===== src/rtl/fifo_pkg.sv =====
// Shared constants and types for the 16 x 8 FIFO controller and its pointer registers.
package fifo_pkg;

    localparam int ADDR_W    = 4;
    localparam int DATA_W    = 8;
    localparam int DEPTH     = 2 ** ADDR_W;
    localparam int AF_THRESH = 14;
    localparam int AE_THRESH = 2;

    // Wrap-bit pointer: MSB toggles on every pass through the array, low bits address it.
    typedef logic [ADDR_W:0] ptr_t;

endpackage


===== src/rtl/fifo_ptr.sv =====
// Wrap-bit pointer register: clears on reset or clear, otherwise advances by one on inc.
// Natural overflow of the PW-bit register gives the modulo 2**PW wrap and the wrap-bit toggle.
module fifo_ptr
    import fifo_pkg::*;
#(
    parameter int PW = ADDR_W + 1
) (
    input  logic          clk,
    input  logic          rst,
    input  logic          clear,
    input  logic          inc,
    output logic [PW-1:0] ptr
);

    localparam logic [PW-1:0] ONE = 1;

    logic [PW-1:0] r_ptr;

    // Pointer register: reset and clear take priority over an increment in the same cycle.
    always_ff @(posedge clk) begin
        if (rst || clear) begin
            r_ptr <= '0;
        end else if (inc) begin
            r_ptr <= r_ptr + ONE;
        end
    end

    assign ptr = r_ptr;

endmodule


===== src/rtl/fifo_ctrl.sv =====
// Pointer, status and error controller for the FIFO storage array.
// Handshake: fifo_we = wr_req & ~full and rd_ack = rd_req & ~empty, both combinational
// from the requests and registered state only; a request is accepted in the cycle its
// strobe is high and its effect appears on pointers, count and flags after the next edge.
module fifo_ctrl #(
    parameter int ADDR_W    = fifo_pkg::ADDR_W,
    parameter int AF_THRESH = fifo_pkg::AF_THRESH,
    parameter int AE_THRESH = fifo_pkg::AE_THRESH
) (
    input  logic            clk,
    input  logic            rst,
    input  logic            wr_req,
    input  logic            rd_req,
    input  logic            flush,
    input  logic            clr_err,
    output logic            fifo_we,
    output logic            rd_ack,
    output logic [ADDR_W:0] wptr,
    output logic [ADDR_W:0] rptr,
    output logic [ADDR_W:0] count,
    output logic            full,
    output logic            empty,
    output logic            almost_full,
    output logic            almost_empty,
    output logic            overflow,
    output logic            underflow
);

    localparam logic [ADDR_W:0] ONE  = 1;
    localparam logic [ADDR_W:0] AF_T = AF_THRESH[ADDR_W:0];
    localparam logic [ADDR_W:0] AE_T = AE_THRESH[ADDR_W:0];

    logic [ADDR_W:0] w_wptr;
    logic [ADDR_W:0] w_rptr;
    logic            w_full;
    logic            w_empty;
    logic            w_we;
    logic            w_ack;
    logic            w_ovf_evt;
    logic            w_unf_evt;

    logic [ADDR_W:0] r_count;
    logic            r_overflow;
    logic            r_underflow;

    // A flush clears both pointers, so an accept strobe during flush never advances them.
    fifo_ptr #(.PW(ADDR_W + 1)) u_wptr (
        .clk   (clk),
        .rst   (rst),
        .clear (flush),
        .inc   (w_we),
        .ptr   (w_wptr)
    );

    fifo_ptr #(.PW(ADDR_W + 1)) u_rptr (
        .clk   (clk),
        .rst   (rst),
        .clear (flush),
        .inc   (w_ack),
        .ptr   (w_rptr)
    );

    // Status and accept decode from registered pointers; no request feeds a flag.
    always_comb begin
        w_full    = (w_wptr[ADDR_W] != w_rptr[ADDR_W]) &&
                    (w_wptr[ADDR_W-1:0] == w_rptr[ADDR_W-1:0]);
        w_empty   = (w_wptr == w_rptr);
        w_we      = wr_req & ~w_full;
        w_ack     = rd_req & ~w_empty;
        // Rejected requests are errors, except while a flush discards all requests.
        w_ovf_evt = wr_req & w_full  & ~flush;
        w_unf_evt = rd_req & w_empty & ~flush;
    end

    // Fill level: +1 on write only, -1 on read only, held on both or neither.
    always_ff @(posedge clk) begin
        if (rst || flush) begin
            r_count <= '0;
        end else begin
            case ({w_we, w_ack})
                2'b10:   r_count <= r_count + ONE;
                2'b01:   r_count <= r_count - ONE;
                default: r_count <= r_count;
            endcase
        end
    end

    // Sticky errors: a new error in the same cycle as clr_err wins; flush leaves them as they are.
    always_ff @(posedge clk) begin
        if (rst) begin
            r_overflow  <= 1'b0;
            r_underflow <= 1'b0;
        end else if (!flush) begin
            r_overflow  <= (r_overflow  & ~clr_err) | w_ovf_evt;
            r_underflow <= (r_underflow & ~clr_err) | w_unf_evt;
        end
    end

    assign fifo_we      = w_we;
    assign rd_ack       = w_ack;
    assign wptr         = w_wptr;
    assign rptr         = w_rptr;
    assign count        = r_count;
    assign full         = w_full;
    assign empty        = w_empty;
    assign almost_full  = (r_count >= AF_T);
    assign almost_empty = (r_count <= AE_T);
    assign overflow     = r_overflow;
    assign underflow    = r_underflow;

endmodule


===== config.mk =====
export PLATFORM = sky130hd
export DESIGN_NAME = fifo_ctrl
export DESIGN_NICKNAME = d
export VERILOG_FILES = /design/src/rtl/fifo_pkg.sv /design/src/rtl/fifo_ptr.sv /design/src/rtl/fifo_ctrl.sv
export SDC_FILE = /design/constraint.sdc
export NUM_CORES = 1
export LEC_CHECK = 0
export ABC_AREA = 1
export CAP_MARGIN = 40
export CORE_UTILIZATION = 52
export DETAILED_ROUTE_END_ITERATION = 10
export DONT_BUFFER_PORTS = 1
export HOLD_SLACK_MARGIN = 0.15
export MAX_ROUTING_LAYER = met4
export PLACE_DENSITY = 0.75
export SYNTH_ARGS = -nofsm -noshare
export SYNTH_HDL_FRONTEND = slang
export SYNTH_HIERARCHICAL = 1
export SYNTH_SLANG_ARGS = --single-unit

===== constraint.sdc =====
create_clock -name clk -period 6.4 [get_ports clk]
set_input_delay 1.92 -clock clk [delete_from_list [all_inputs] [get_ports clk]]
set_output_delay 1.92 -clock clk [all_outputs]
set_load 0.01 [all_outputs]

# [Word level (Yosys, flattened, before mapping)]
# Cells that the tools add are included.
[totals] romBits=0 register_bits=17 ram_bits=0 latch_bits=0 out_inout_bits=23 mem_count=0
[op_classes] bitwise_logic=14 mul=0 order_cmp=2 n_addsub=4 muxes=1 eq_ne=5 div_mod_pow=0 n_shift=0 reduce_logical=3
[op_table] operator="5-bit by 1-bit adder with 5-bit output (second input constant)" count=3
[op_table] operator="5-bit one-hot mux with 2 select lines" count=1
[op_table] operator="1-bit bitwise AND" count=8
[op_table] operator="5-bit equality test" count=1
[op_table] operator="5-bit by 4-bit >= comparator with 1-bit output (second input constant)" count=1
[op_table] operator="5-bit by 2-bit <= comparator with 1-bit output (second input constant)" count=1
[op_table] operator="5-bit by 1-bit subtractor with 5-bit output (second input constant)" count=1
[op_table] operator="4-bit equality test" count=1
[op_table] operator="1-bit NOT" count=4
[op_table] operator="2-bit by 1-bit equality test with 1-bit output (second input constant)" count=1
[op_table] operator="2-bit equality test (second input constant)" count=1
[op_table] operator="1-bit bitwise OR" count=2
[op_table] operator="2-bit nonzero test" count=1
[op_table] operator="1-bit logical AND" count=1
[op_table] operator="1-bit logical OR" count=1
[op_table] operator="1-bit inequality test" count=1

# [Logic depth before layout (Yosys ltp)]
# Gate-level depths: netlist of run 1.
[logic_depth] depth_word=6 depth_mapped=14 depth_no_buf=14

# [Hierarchy]
# The synthesis of run 1 kept the hierarchy.
[modules_own_cells] mod="fifo_ctrl" area_each_um2=600.6 instances=1 cells_each=86
[modules_own_cells] mod="fifo_ptr" area_each_um2=211.5 instances=2 cells_each=29

# [Least setup slack after synthesis of run 1]
# No wires, ideal clock.
[synth_timing] path_kind="input -> output" start="in rd_req" end="out rd_ack" t_required_ns=4.480 stages=2 t_arrival_ns=2.138 path_slack_ns=2.342 cell_sequence="nand2_1 > inv_1"
[synth_via] elab_chain_len=1
[synth_lines] element="start: declaration" line="fifo_ctrl.sv:13" source="input logic rd_req,"
[synth_lines] element="1-bit bitwise AND" line="fifo_ctrl.sv:69" source="w_ack = rd_req & ~w_empty;"
[synth_lines] element="end: declaration" line="fifo_ctrl.sv:17" source="output logic rd_ack,"
# No other way between the ends.

# [Worst setup path after layout of run 1]
# Ends and elaborated chain as after synthesis.

==> results by group, run 1 <==
Critical path
  • Worst setup SP type: primary input
  • Worst reg2reg startpoint: u_wptr/ptr[0]
  • Critical R2R Capture: count[3]
  • CP endpoint kind: output port
  • Crit-path slowest cell: inv_1
  • Kind of critical path: in -> out
  • Top delay family on crit path: buffers and inverters
  • Largest stage delay, worst path: 240 ps
  • Reg2Reg Setup Slack: 3890 ps
  • Reg2Reg Depth: 13
  • CP max FO: 8
  • Worst Path Buf+Inv: 1
  • Critical-path cell list: nand2_1 -> inv_1
  • Worst EP required: 4480 ps
  • Worst EP arrival: 2190 ps

Drt
  • Drt pass-1 iters: 4
  • 1st-iter DRT viols: 13
  • Via count: 867
  • Routed wire per std cell: 10.9 um
  • Final Routed Wirelength: roughly 1900 um
  • DRC viols: 0
  • Final ANT Viol Nets: 0
  • Drt via density: around 5.0

STA
  • Post-Route Setup TNS: 0 ps
  • Final WS setup: 2290 ps
  • Peak Freq: 243 MHz
  • Setup violators final: 0
  • Slew @ Worst Pin: 346 ps
  • Final Hold Fails: 0
  • RSZ-0062 raised after global routing: no
  • Slew Limit Headroom: 76.8%
  • Fin crit period: 4110 ps
  • Worst Hold Slack: around 530 ps
  • Period utilization: 64.3%
  • Max Transition Viols Final: 0
  • Clk_skew: around 5.4 ps

CTS
  • Htree depth: 1
  • Skew-Pair Late Insertion Delay: ~280 ps
  • # Post-CTS Setup Buffers: 0
  • Root Driver: clkbuf_4
  • Clk slew on worst S/H paths: 100 ps
  • CTS buffer count: 3
  • CTS sink cnt: 17
  • Post-CTS resize count: 0
  • Hold buffers post-CTS: 0
  • CTS tree: built
  • Max clock buf depth: 2

Synthesis
  • Seq/Total Area, Yosys: 33.3%
  • Post-synthesis instance total: 144
  • Mapped cell area: 0.00102 mm^2
  • FFs w/ async S/R, synth: 0%
  • Count of state elements after synthesis: 17
  • Ys flop type: dfxtp_1
  • Post-synth EDFFs: 0
  • Distinct cell type count after synthesis: 22
  • Syn_area_per_cell: 7.11 um^2
  • Yosys warns: 6
  • Syn Nets: 157

Power and ir drop
  • Int Power: 144 uW
  • Switch Pwr: 58.6 uW
  • Share of total power in combinational logic: 15.3%
  • Max VDD drop: approximately 0.00012 V
  • Switching Fraction: 28.9%
  • Clock Power Share: 27.9%
  • Sequential Power Share: 56.9%
  • Leakage power: approximately 0.54 nW
  • Power Density: 189 mW/mm^2

Die
  • Die Ht: ~46 um
  • Die Area: 0.00215 mm^2
  • Core Box Area: approximately 0.0018 mm^2
  • Die W: between 40 and 50 um
  • IO Count: 29
  • Initial Utilization: about 57%
  • # rows: 15

Flow run
  • Max Cap Violations: 0

Global route
  • Total gr overflow: 0
  • Vias in the first global route: 729
  • First-pass GRT wire length: approximately 2900 um
  • Pin count of the biggest net entering global routing: 10
  • Initial antenna violation count: 0
  • GRT Total Usage: between 10% and 20%

Placement
  • RePlAce Congestion: 0.821
  • Pre-CTS worst setup slack: 2290 ps
  • I/O Buffers: 0
  • DP HPWL: 1530 um

Cells and area
  • Layout cells sized above 1: 12.9%
  • Layout Nets: 161
  • Synthesis-to-finish area growth: 4.89%
  • Antenna diodes: 0

Worst hold path
  • Hold Crit Start: overflow
  • WHS Endpoint: overflow
  • Worst hold stages: 2
  • Min-Delay Path Class: reg -> reg

Outcome
  • Status: complete, no violations
[logic make-up after synthesis]
group | after synthesis | share of synthesized area, %
AO/OA/AOI/OAI | 20 | 10.1
XOR/XNOR | 7 | 6.72
adder cells (fa/ha/maj) | 7 | 9.29
buffers and inverters | 23 | 8.80
flip-flops | 17 | 33.3
AND/OR/NAND/NOR | 70 | 31.8
[layout make-up]
type	instances	area, um^2
Tap cell	25	31.3
Inverter	22	82.6
Multi-Input combinational cell	104	593
Fill cell	175	709
Sequential cell	17	340
Clock buffer	4	26.3
[layer usage]
layer  vias up  track usage [%]  wire length [um]
met5         -                -                 0
met4         0             8.82                12
met3         2             6.27               104
met2        21             30.0               857
met1       387             23.8               902
li1        457                -                 -
[power groups by stage]
| stage | registers (mW) | clock network, mW | logic, mW |
|---|---|---|---|
| 3_5_place_dp | 0.118 | 0 | 0.0309 |
| 6_report | 0.115 | 0.0564 | 0.0309 |
| 2_1_floorplan | 0.117 | 0 | 0.0268 |
| 3_3_place_gp | 0.118 | 0 | 0.0296 |
| 5_1_grt | 0.116 | 0.0638 | 0.0355 |
| 4_1_cts | 0.115 | 0.0585 | 0.0311 |
[worst max-delay path by stage]
stage             end  slack, ps  startpoint  depth (start not counted)
2_1_floorplan  rd_ack       2340      rd_req                          2
3_5_place_dp   rd_ack       2290      rd_req                          2
6_report       rd_ack       2290      rd_req                          2
4_1_cts        rd_ack       2290      rd_req                          2
5_1_grt        rd_ack       2260      rd_req                          2
3_3_place_gp   rd_ack       2300      rd_req                          2
[per-stage QoR]
step           cells  total power [mW]  instance area, um^2  utilization [%]
2_1_floorplan    144             0.143                 1020                -
3_3_place_gp     168             0.147                 1050             58.7
3_5_place_dp     168             0.149                 1050             58.7
4_1_cts          172             0.205                 1070             60.2
5_1_grt          172             0.215                 1070             60.2
6_report         172             0.202                 1070             60.2
[flip-flops by register name (all words and copies together) (netlist names)]
register    cells
count           5
u_rptr/ptr      5
u_wptr/ptr      5
overflow        1
underflow       1
[synth_stat cells, types with 2 or more instances]
library cell / number / share of area, %
nor2_2: 2 / 1.2
a21oi_1: 11 / 5.4
nand2_1: 34 / 12
inv_2: 4 / 1.5
nor2_4: 2 / 2.2
xor2_1: 6 / 5.1
o21ai_1: 2 / 0.98
nor2_1: 17 / 6.2
nand2_2: 3 / 1.8
nand4_1: 2 / 1.2
o21ai_0: 6 / 2.9
dfxtp_1: 17 / 33
nand3_1: 6 / 2.9
nand3_2: 2 / 2.0
ha_1: 6 / 7.3
inv_1: 18 / 6.6
[cell usage in the layout, fill, tap and decap left out, drive strengths merged]
| cell type | count |
|---|---|
| clkbuf | 4 |
| nand2 | 38 |
| dfxtp | 17 |
| nor2 | 21 |
| ha | 6 |
| inv | 22 |
| or2 | 1 |
| a21oi | 12 |
| o21ai | 8 |
| xor2 | 6 |
| xnor2 | 1 |
| nand3 | 8 |
| nand4 | 2 |
| fa | 1 |
[worst min-delay path: stages, from the launching register on]
cell     delay [ps]
dfxtp_1         350
nand3_1          90
nand2_1          50
No activity file was read; power rests on OpenSTA's default activity.
==> run 2, diff against run 1 <==
clock period = 4.1 ns   (was 6.4 ns; I/O delays follow)
==> run 2 against run 1 <==
Compared with the run above: global-route usage is 0.93 points higher; total power rose by 56%; critical path type unchanged; routed wire length up 1.8%.
==> results by group, run 2 (synthesis results as in run 1) <==
Global route
  • Vias in the first global route: between 700 and 800
  • Pin count of the biggest net entering global routing: 10
  • GRT Total Usage: 20.8%
  • Initial antenna violation count: 0
  • First-pass GRT wire length: between 3000 and 4000 um
  • Total gr overflow: 0

Placement
  • Pre-CTS worst setup slack: 1300 ps
  • RePlAce Congestion: roughly 0.76
  • I/O Buffers: 0
  • DP HPWL: between 1500 and 2000 um
  • Placed insts: 168

Outcome
  • Status: complete, no violations

STA
  • Post-Route Setup TNS: 0 ps
  • Max Transition Viols Final: 0
  • Fin crit period: 2740 ps
  • Final WS setup: approximately 1400 ps
  • Slew Limit Headroom: 71.8%
  • Clk_skew: 0.779 ps
  • Setup violators final: 0
  • Period utilization: between 60 and 70%
  • Slew @ Worst Pin: 421 ps
  • RSZ-0062 raised after global routing: no
  • Peak Freq: 365 MHz
  • Final Hold Fails: 0

Critical path
  • Reg2Reg Depth: 13
  • Worst EP required: 2870 ps
  • CP max FO: 8
  • Worst EP arrival: 1510 ps
  • Largest stage delay, worst path: 240 ps
  • Worst reg2reg startpoint: u_rptr/ptr[0]
  • Crit-path slowest cell: inv_1
  • Critical R2R Capture: count[3]
  • Worst setup SP type: primary input
  • Top delay family on crit path: buffers and inverters
  • Kind of critical path: in -> out
  • Reg2Reg Setup Slack: 1600 ps
  • CP Launch Point: rd_req
  • Worst Path Buf+Inv: 1
  • CP endpoint kind: output port
  • Critical-path cell list: nand2_1 -> inv_1

CTS
  • Max clock buf depth: 2
  • Post-CTS resize count: 0
  • Htree depth: 1
  • CTS buffer count: 3
  • CTS tree: built
  • # Post-CTS Setup Buffers: 0
  • Clk slew on worst S/H paths: 90 ps
  • CTS sink cnt: 17
  • Hold buffers post-CTS: 0
  • Root Driver: clkbuf_4
  • Skew-Pair Late Insertion Delay: 290 ps

Die
  • IO Count: 29
  • Core Box Area: 0.00178 mm^2
  • Die W: 46.4 um
  • Die Area: 0.00215 mm^2
  • # rows: 15
  • Initial Utilization: 57.4%
  • Die Ht: between 40 and 50 um

Cells and area
  • Register Area: 340 um^2
  • Most frequent cells in the layout: 34 x nand2_1, 18 x inv_1, 17 x nor2_1, 17 x dfxtp_1, 11 x a21oi_1
  • Layout Nets: about 160
  • Final Non-Filler Cells: 172
  • # fillers: around 170
  • Area occupied by multi-input gates: 593 um^2
  • Layout cells sized above 1: 12.9%
  • Synthesis-to-finish area growth: 4.89%
  • Antenna diodes: 0
  • Most common cell after layout, fill and taps aside: nand2_1

Drt
  • DRC viols: 0
  • Drt pass-1 iters: 4
  • Final Routed Wirelength: 1910 um
  • Drt via density: just under 5
  • Via count: 847
  • Routed wire per std cell: 11.1 um
  • 1st-iter DRT viols: 15
  • Final ANT Viol Nets: 0

Power and ir drop
  • Leakage power: 0.538 nW
  • Max VDD drop: between 0.00015 and 0.0002 V
  • Power Density: 294 mW/mm^2

Flow run
  • Max Cap Violations: 0

Worst hold path
  • Min-Delay Path Class: reg -> reg
  • Hold Crit Start: underflow
  • Worst hold stages: 2
  • WHS Endpoint: underflow
run 2: how the worst max path moves through the flow:
stage,endpoint,slack [ps],cells after the start
global route,rd_ack,1200,5
floorplan,rd_ack,1420,2
CTS,rd_ack,1340,5
global placement,count[3],1370,10
finish,rd_ack,1360,2
detailed placement,count[3],1300,10
run 2: per-layer routing:
layer	GRT usage, %	vias up	routed length, um
li1	-	454	-
met2	35.0	25	869
met4	1.76	0	0
met3	8.63	0	120
met1	23.6	368	921
met5	-	-	0
run 2: area by class of cell:
type,instances,area share [%]
sequential,17,31.7
multi-input combinational,104,55.2
inverter,22,7.69
clock buffer,4,2.45
tap,25,2.91
run 2: where the power goes:
| part | switching (mW) | leakage [nW] | internal (mW) |
|---|---|---|---|
| combinational | 0.0313 | 0.385 | 0.0166 |
| clock | 0.0503 | 0.0150 | 0.0378 |
| sequential | 0.00979 | 0.138 | 0.170 |
| total | 0.0914 | 0.538 | 0.225 |
run 2: through the flow:
step	utilization [%]	hold slack, ps	power (mW)	instance area (um^2)
2_1_floorplan	-	491	0.224	1020
3_3_place_gp	58.7	507	0.230	1050
3_5_place_dp	58.7	508	0.232	1050
4_1_cts	60.2	523	0.320	1070
5_1_grt	60.2	537	0.338	1070
6_report	60.2	520	0.316	1070
==> run 3, diff against run 2 <==
PLACE_DENSITY = 0.78   (was 0.75)
clock period = 2.5 ns   (was 4.1 ns; I/O delays follow)
==> run 3 against run 2 <==
Compared with the run above: worst setup slack lost 1100 ps; via count grew 5.2%; global-route usage grew 1.3 points; cell area grew 1.9%; largest power group unchanged; highest routed layer is now met4.
==> results by group, run 3 (synthesis results as in run 1) <==
Global route
  • Total gr overflow: 0
  • GRT Total Usage: 22.1%
  • Vias in the first global route: 780
  • Pin count of the biggest net entering global routing: 10
  • Initial antenna violation count: 0
  • First-pass GRT wire length: about 3200 um

Worst hold path
  • WHS Endpoint: u_wptr/ptr[0]
  • Hold Crit Start: u_wptr/ptr[0]
  • Worst hold stages: 1
  • Min-Delay Path Class: reg -> reg

CTS
  • CTS tree: built
  • Root Driver: clkbuf_4
  • Clk slew on worst S/H paths: 100 ps
  • Hold buffers post-CTS: 0
  • Htree depth: 1
  • Skew-Pair Late Insertion Delay: a little under 300 ps
  • CTS buffer count: 3
  • CTS sink cnt: 17
  • Max clock buf depth: 2
  • # Post-CTS Setup Buffers: 0
  • Post-CTS resize count: 0

Power and ir drop
  • Leakage power: 0.550 nW
  • Power Density: 482 mW/mm^2
  • Total power: 527 uW
  • Max VDD drop: roughly 0.00034 V

Placement
  • RePlAce Congestion: 0.839
  • I/O Buffers: 0
  • DP HPWL: roughly 1600 um

Critical path
  • Worst EP arrival: ~2500 ps
  • Reg2Reg Setup Slack: around 220 ps
  • CP Launch Point: u_rptr/ptr[1]
  • Worst EP required: between 2000 and 3000 ps
  • CP max FO: 6
  • Kind of critical path: reg -> reg
  • Worst reg2reg startpoint: u_rptr/ptr[1]
  • Reg2Reg Depth: 13
  • CP endpoint kind: flip-flop
  • Worst setup SP type: flip-flop
  • Critical R2R Capture: count[3]

Flow run
  • Max Cap Violations: 0

Cells and area
  • Layout cells sized above 1: 16.8%
  • Synthesis-to-finish area growth: 6.85%
  • Antenna diodes: 0
  • Most frequent cells in the layout: 34 x nand2_1, 18 x inv_1, 17 x nor2_1
  • Most common cell after layout, fill and taps aside: nand2_1
  • # fillers: 161
  • Layout Nets: 163

STA
  • Post-Route Setup TNS: 0 ps
  • Clk_skew: 0.326 ps
  • Final Hold Fails: 0
  • Setup violators final: 0
  • RSZ-0062 raised after global routing: no
  • Period utilization: 91.1%
  • Peak Freq: 439 MHz
  • Max Transition Viols Final: 0
  • Fin crit period: 2280 ps
  • Slew @ Worst Pin: 353 ps
  • Slew Limit Headroom: 76.4%

Drt
  • Final Routed Wirelength: roughly 2000 um
  • Drt via density: 5.12
  • Routed wire per std cell: 11.7 um
  • DRC viols: 0
  • 1st-iter DRT viols: 25
  • Drt pass-1 iters: 4
  • Final ANT Viol Nets: 0
  • Via count: 891

Die
  • Die W: 46.4 um
  • Die Ht: approximately 46 um
  • Initial Utilization: 57.4%
  • IO Count: 29
  • Core Box Area: 0.00178 mm^2
  • # rows: 15
  • Die Area: 0.00215 mm^2

Outcome
  • Status: complete, no violations
[run 3: cell types whose count changed in the layout (fill, tap and decap cells not counted), sizes merged]
cell  change
buf       +2
[run 3: worst max path at each step]
stage,end,slack [ps],cells after the start
after floorplan,count[3],290,13
after global placement,count[3],320,12
after detailed placement,count[3],250,12
after CTS,fifo_we,230,5
after global routing,count[3],2,13
final,count[3],220,13
[run 3: stage by stage]
step	instance area [um^2]	setup slack (ps)	utilization, %	hold WS [ps]	instances
final	1090	224	61.3	527	174
after global placement	1060	323	59.6	505	170
after detailed placement	1060	253	59.6	516	170
after floorplan	1020	295	-	491	144
after global routing	1090	1.99	61.3	556	174
after CTS	1090	235	61.1	532	174
[run 3: report_power, final]
group	total, mW	switching (mW)	internal (mW)
Sequential	0.295	0.0159	0.279
Combinational	0.0810	0.0519	0.0290
Clock	0.150	0.0884	0.0620
[run 3: layer usage]
metal / share of wire, % / track usage (%)
met4: 0.59 / 10.0
met2: 47 / 33.3
met3: 6.6 / 5.88
met5: 0 / -
met1: 46 / 27.1
[run 3: cell type report]
cell class,count,area (um^2),share of cell area [%]
inverters,22,82.6,7.55
clock buffers,4,26.3,2.40
multi-input cells,104,593,54.2
repair buffers,2,15.0,1.37
flip-flops and latches,17,345,31.6
well taps,25,31.3,2.86
[run 3: critical path, cell delays in order, from the launching register on]
cell	delay, ps
dfxtp_1	490
xor2_1	150
nor2_4	170
nand3_2	100
nand2_1	70
inv_1	50
ha_1	250
ha_1	360
a21oi_1	190
nand2_1	90
nand2_1	60
nand2_1	40
o21ai_1	110
inv_1	50
